### src/rtl/adcmem_frame_reader.sv
// Read-side frame engine for the 512x16 ADC sample memory: streams N words from a start address.
// Optional header word per frame when ADCMEM_RD_HDR_EN is defined.
module adcmem_frame_reader #(
    parameter int          ADDR_W  = 9,
    parameter int          DATA_W  = 16,
    parameter int          LEN_W   = 10,
    parameter logic [7:0]  HDR_TAG = 8'hA5
) (
    input  logic              clk,
    input  logic              rst,
    input  logic              start,
    input  logic [ADDR_W-1:0] base_addr,
    input  logic [LEN_W-1:0]  frame_len,
    input  logic              port0_re,
    output logic [ADDR_W-1:0] mem_addr,
    output logic              mem_re,
    input  logic [DATA_W-1:0] mem_dout,
    output logic [DATA_W-1:0] out_data,
    output logic              out_valid,
    input  logic              out_ready,
    output logic              out_last,
    output logic              busy,
    output logic              done,
    output logic              len_err
);

`ifdef ADCMEM_RD_HDR_EN
    localparam bit HDR_EN = 1'b1;
`else
    localparam bit HDR_EN = 1'b0;
`endif

    localparam int             DEPTH_I = 1 << ADDR_W;
    localparam logic [LEN_W:0] DEPTH   = DEPTH_I[LEN_W:0];

    typedef enum logic [1:0] {S_IDLE, S_HDR, S_FETCH, S_DONE} state_t;

    state_t              state_q, state_d;
    logic [ADDR_W-1:0]   ptr_q, ptr_d;
    logic [LEN_W-1:0]    rem_q, rem_d;
    logic [DATA_W-1:0]   out_data_q, out_data_d;
    logic                out_valid_q, out_valid_d;
    logic                out_last_q, out_last_d;
    logic [7:0]          seq_q, seq_d;
    logic                len_err_q, len_err_d;

    logic                len_ok, load_ok, accept, fetch, hdr_load;
    logic [DATA_W-1:0]   hdr_word;

    assign len_ok   = (frame_len != '0) && ({1'b0, frame_len} <= DEPTH);
    assign load_ok  = !out_valid_q || out_ready;
    assign accept   = out_valid_q && out_ready;
    // Port 0 owns the shared read data whenever it reads, so the reader must not load then.
    assign fetch    = (state_q == S_FETCH) && load_ok && !port0_re && (rem_q != '0);
    assign hdr_load = HDR_EN && (state_q == S_HDR) && load_ok;
    assign hdr_word = DATA_W'({HDR_TAG, seq_q});

    always_ff @(posedge clk) begin
        if (rst) begin
            state_q     <= S_IDLE;
            ptr_q       <= '0;
            rem_q       <= '0;
            out_data_q  <= '0;
            out_valid_q <= 1'b0;
            out_last_q  <= 1'b0;
            seq_q       <= '0;
            len_err_q   <= 1'b0;
        end else begin
            state_q     <= state_d;
            ptr_q       <= ptr_d;
            rem_q       <= rem_d;
            out_data_q  <= out_data_d;
            out_valid_q <= out_valid_d;
            out_last_q  <= out_last_d;
            seq_q       <= seq_d;
            len_err_q   <= len_err_d;
        end
    end

    always_comb begin
        state_d = state_q;
        case (state_q)
            S_IDLE:  if (start && len_ok) state_d = HDR_EN ? S_HDR : S_FETCH;
            S_HDR:   if (load_ok) state_d = S_FETCH;
            S_FETCH: if (accept && out_last_q) state_d = S_DONE;
            S_DONE:  state_d = S_IDLE;
            default: state_d = S_IDLE;
        endcase
    end

    always_comb begin
        ptr_d       = ptr_q;
        rem_d       = rem_q;
        out_data_d  = out_data_q;
        out_valid_d = out_valid_q;
        out_last_d  = out_last_q;
        seq_d       = seq_q;
        len_err_d   = 1'b0;

        if (state_q == S_IDLE && start) begin
            if (len_ok) begin
                ptr_d = base_addr;
                rem_d = frame_len;
            end else begin
                len_err_d = 1'b1;
            end
        end

        if (accept)
            out_valid_d = 1'b0;

        if (hdr_load) begin
            out_data_d  = hdr_word;
            out_valid_d = 1'b1;
            out_last_d  = 1'b0;
        end

        if (fetch) begin
            out_data_d  = mem_dout;
            out_valid_d = 1'b1;
            out_last_d  = (rem_q == LEN_W'(1));
            ptr_d       = ptr_q + 1'b1;
            rem_d       = rem_q - 1'b1;
        end

        if (state_q == S_DONE)
            seq_d = seq_q + 8'd1;
    end

    always_comb begin
        mem_re    = fetch;
        mem_addr  = ptr_q;
        out_data  = out_data_q;
        out_valid = out_valid_q;
        out_last  = out_last_q;
        busy      = (state_q == S_HDR) || (state_q == S_FETCH);
        done      = (state_q == S_DONE);
        len_err   = len_err_q;
    end

endmodule

### config.mk
export PLATFORM = sky130hd
export DESIGN_NAME = adcmem_frame_reader
export DESIGN_NICKNAME = d
export VERILOG_FILES = /design/src/rtl/adcmem_frame_reader.sv
export SDC_FILE = /design/constraint.sdc
export NUM_CORES = 1
export LEC_CHECK = 0
export BUFFER_PORTS_ARGS = -buffer_cell sky130_fd_sc_hd__clkbuf_2
export CORE_MARGIN = 8
export CORE_UTILIZATION = 45
export DETAILED_ROUTE_END_ITERATION = 8
export GPL_ROUTABILITY_DRIVEN = 0
export HOLD_SLACK_MARGIN = 0.1
export PLACE_DENSITY = 0.76
export SLEW_MARGIN = 20
export SYNTH_ARGS = -nofsm -noshare
export SYNTH_HDL_FRONTEND = slang
export SYNTH_SLANG_ARGS = --single-unit
### constraint.sdc
create_clock -name clk -period 2 [get_ports clk]
set_input_delay 0 -clock clk [delete_from_list [all_inputs] [get_ports clk]]
set_output_delay 0 -clock clk [all_outputs]
set_load 0.005 [all_outputs]
After elaboration in Yosys (flattened, before gate mapping)

Cells that the tools add are included.

Register bits: 40
Logic and storage cells: 52
Input bits: 40
Output and inout bits: 31

Mux-type cells: 13
Equal/unequal tests: 7
Order comparisons: 1
Reductions and logical operators: 21
Add/subtract/negate cells: 2
Bitwise gates (word level): 1

Operators by type and width:

| operator                                            | number |
|---|---|
| 2-to-1 mux 10 bit                                   | 3 |
| 2-to-1 mux 9 bit                                    | 3 |
| nonzero test 10 bit                                 | 2 |
| == test 10 x 1 -> 1 bit (second input constant)     | 1 |
| <= comparator 10 bit (second input constant)        | 1 |
| subtractor 10 x 1 -> 10 bit (second input constant) | 1 |
| adder 9 x 1 -> 9 bit (second input constant)        | 1 |
| logical AND 1 bit                                   | 8 |
| case mux 2 bit (4 select lines)                     | 1 |
| 2-to-1 mux 2 bit                                    | 3 |
| inequality test 2 bit (second input constant)       | 3 |
| nonzero test 2 bit                                  | 3 |
| == test 2 bit (second input constant)               | 2 |
| 2-to-1 mux 1 bit                                    | 3 |
| AND reduction 3 bit                                 | 1 |
| == test 2 x 1 -> 1 bit (second input constant)      | 1 |
| logical NOT 1 bit                                   | 2 |
| logical NOT 2 bit                                   | 1 |
| logical OR 1 bit                                    | 2 |
| AND reduction 2 bit                                 | 1 |
| OR reduction 2 bit                                  | 1 |
| inverter 1 bit                                      | 1 |

Longest topological paths before layout

Depth in word-level cells: 7
Gate-level depth with buffers: 9
Gate-level depth less buffers: 8

Worst setup path after synthesis

OpenSTA, ideal clock, no wires.

Path kind: reg-to-reg
Start: register rem_q[0]
End: register rem_q[9]
Data required time: 1,878 ps
Cell stages (with the launch flop): 9
Buffers on the path: 1
Clock period less this slack: 1,890 ps
Setup time: 122 ps
Arrival time: 1,768 ps
Slack: 110 ps
Path through: dfxtp_1 > inv_1 > ha_1 > nor3b_1 > nand3_1 > nand2_1 > inv_2 > buf_2 > o311a_1

Longest elaborated chain between the ends: 4
Elaborated cells between the ends (all ways): 7
Those cells by class: 1 x add/sub; 1 x mux; 5 x reduce/logical

RTL lines:

| element                                                                             | RTL line | RTL |
|---|---|---|
| from (decl)                                                                         | 40       | `logic [LEN_W-1:0] rem_q, rem_d;` |
| from (signal assigned)                                                              | 71       | `rem_q <= rem_d;` |
| parallel branches: the longest is 4 deep, another holds subtractor 10 x 1 -> 10 bit | -        |  |

Several ways; the timed one is not identified.
A chain may end at the register's enable or synchronous reset.

Final worst setup path

Start: register rem_q[2]
End: register rem_q[9]

The elaborated chain is that of the path after synthesis.

==> metrics <==
Core Area=approximately 4600 µm²; Met2 Wirelength=around 3300 µm; Min Clock Period, post-route=1.90 ns; delay-heaviest family, CP=simple AND/OR/NAND/NOR gates; Hold/Removal Path Class=in2reg; First DRT Iteration DRCs=just under 200; row cnt=25; post-synthesis sequential area ratio=0.381; drt pass-1 iters=4; Final Max Slew Viols=0; overall routing resource usage=0.190; Worst-Margin Slew=0.539 ns; final hold vios=0; Reg clk slew, reported paths=approximately 0.080 ns; Syn Area/Cell=8.08 µm²; hpwl dp=between 4000 and 5000 µm; FILL cells=roughly 380; CTS Buf Count=5; Area after DPL=roughly 2600 µm²; Register Area=~800 µm²; Critical path buffers and inverters=0; H-tree depth=2; max cap viols=0; Clock Tree Buf Depth=2; Post-synth top flop=dfxtp_1; multi-input logic area=roughly 1300 µm²; Buffers on Ports=70; Pwr Density=roughly 860 nW/µm²; met3 wire length=463 µm; fin area=approximately 3100 µm²; DR top layer=met4; Setup-failing EPs final=0; DR vias=roughly 2.4k; global-route wire length before repair=11500 µm; largest net degree at the start of global routing=32; crit start category=flip-flop; DIE AREA=roughly 7100 µm²; Post-Syn Area=around 2100 µm²; share of cells above drive strength 1=0.285; Synth Net Count=~310; worst slack at placement=0.0000780 ns; fin crit share=0.952; CP peak stage delay=about 0.58 ns; arrival time worst endpoint=roughly 2.1 ns; crit path max-delay cell type=or4_1; Routed Antenna Nets=0; worst-skew pair later-pin latency=about 0.3 ns; fraction of registers with async set or reset after synthesis=0; GR Overflow Total=0; final core utilization=0.672; Worst Path Class, Setup=reg2reg; DRC viols=0; n_diodes=0; WL met1=2790 µm; worst-path fanout max=6; Post-synth EDFFs=0; Final #Nets=420; Root Driver=clkbuf_8; fmax=~0.53 GHz; Slew HR=0.641; run status=complete, no violations; flop-to-flop setup slack=roughly 0.097 ns; Leak Pwr=1.29 nW; number of global-route vias before repair=approximately 2.4k; Synth warnings=0; Netlist cell types=45; Chip Height=84.3 µm; antenna violations before repair=0; Die Width=approximately 84 µm; Max rail drop VDD=roughly 0.00042 V; vias per inst=about 5.7; area delta synth->final=47.2%; clk_skew=about 0.0062 ns; CP cell instances=or4_1 -> nor4_1 -> and4_1 -> a21oi_1 -> o311a_1; final setup margin=0.0965 ns; TritonCTS clock tree=done; # clock sinks=40; Worst Setup End Kind=flip-flop; drt total wl=6750 µm; I/O pins=71; number of synthesized register bits=40; Post-Synthesis Cells=260; routed len/inst=around 16 µm; initial core utilization=0.457; CP required=around 2.2 ns
cells in the final DEF, fill, tap and decap left out, types with 2 or more instances in the layout:
cell,n
o21ai_0,11
nand3b_1,5
dfxtp_2,2
a21oi_1,29
a211oi_1,6
a31oi_1,10
a311oi_1,2
nand2b_1,2
a21o_1,2
o32ai_1,3
clkbuf_2,70
and3_1,5
mux2i_1,6
nor3_1,11
ha_1,9
dlygate4sd3_1,35
and4_1,3
nand2_1,43
clkbuf_8,6
dfxtp_1,38
nor2_1,10
buf_4,12
inv_1,6
nor4_1,6
nand3_1,10
tightest hold or removal path, cell delays in order:
cell      delay, ns
clkbuf_2       0.10
inv_1          0.06
o31ai_2        0.10
nand3_1        0.09
a21oi_1        0.06
registers in the layout (all words and copies together) (netlist names):
name       cells
out_last       1
out_data      16
rem_q         10
out_valid      1
mem_addr       9
len_err        1
state_q        2
cell families (layout without fill, tap and decap cells):
group                    after synthesis  after routing  share of synthesized area
flip-flops                            40             40                      0.381
adder cells (fa/ha/maj)                9              9                     0.0536
multiplexers                           6              6                     0.0286
buffers and inverters                 21            133                     0.0399
XOR/XNOR                               1              1                    0.00417
AND/OR/NAND/NOR                      111            111                      0.279
AO/OA/AOI/OAI                         72             72                      0.213
cell usage after synthesis (2+ instances only):
cell type	instances	area [µm²]
and3_1	6	37.5
nor2_1	10	37.5
inv_1	6	22.5
mux2i_1	6	60.1
nor4_1	6	37.5
o21ai_0	11	55.1
nor3_1	12	60.1
a21oi_1	29	145
a21o_1	2	15.0
dfxtp_1	40	801
a311oi_1	3	26.3
clkbuf_1	12	45.0
a211oi_1	6	45.0
and4_1	3	26.3
nand2b_1	2	12.5
nand2_1	44	165
nand3_1	11	55.1
ha_1	9	113
nand3b_1	5	37.5
o32ai_1	3	26.3
a31oi_1	10	62.6
metal layers:
metal  global-route usage  vias up
li1                     -     1178
met3               0.0484       15
met4               0.0644        0
met5                    0        -
met1                0.223     1128
met2                0.325       92
power by group:
| part | switching [W] | total, W | leakage (nW) | internal (W) |
|---|---|---|---|---|
| Combinational | 0.000525 | 0.000966 | 0.899 | 0.000441 |
| Clock | 0.000301 | 0.000709 | 0.0614 | 0.000408 |
| Sequential | 0.000100 | 0.000990 | 0.326 | 0.000890 |
| Total | 0.000925 | 0.00267 | 1.29 | 0.00174 |
through the flow:
step / total power (W) / std cells / hold WS (ns) / TNS, ns
after floorplan: 0.00153 / 260 / 0.136 / 0
after global placement: 0.00182 / 382 / 0.225 / 0
after detailed placement: 0.00184 / 382 / 0.230 / 0
after CTS: 0.00261 / 425 / 0.136 / 0
after global routing: 0.00282 / 426 / 0.179 / -0.00731
final: 0.00267 / 426 / 0.142 / 0
what timing repair did:
action / CTS / global route
pin swaps: 0 / 1
hold endpoints to repair: 36 / 0
gates resized for setup: 2 / 10
setup buffers: 0 / 1
gates cloned: 0 / 0
hold buffers: 35 / 0
endpoints found under the setup margin: 6 / 33
path summary, 6_finish.rpt:
kind / from / to / cells past startpoint
max: rem_q[2] / rem_q[9] / 5
min: start / state_q[0] / 5
max reg2reg: rem_q[2] / rem_q[9] / 5
min reg2reg: out_data[8] / out_data[8] / 2
final cells by class:
cell class                 count  area share
multi-input combinational    199       0.406
sequential                    40       0.260
clock inverter                 2      0.0126
timing repair buffer         118       0.262
tap                           54      0.0219
inverter                       7      0.0101
clock buffer                   6      0.0267
Note: power is estimated with default switching activity, not from simulation.
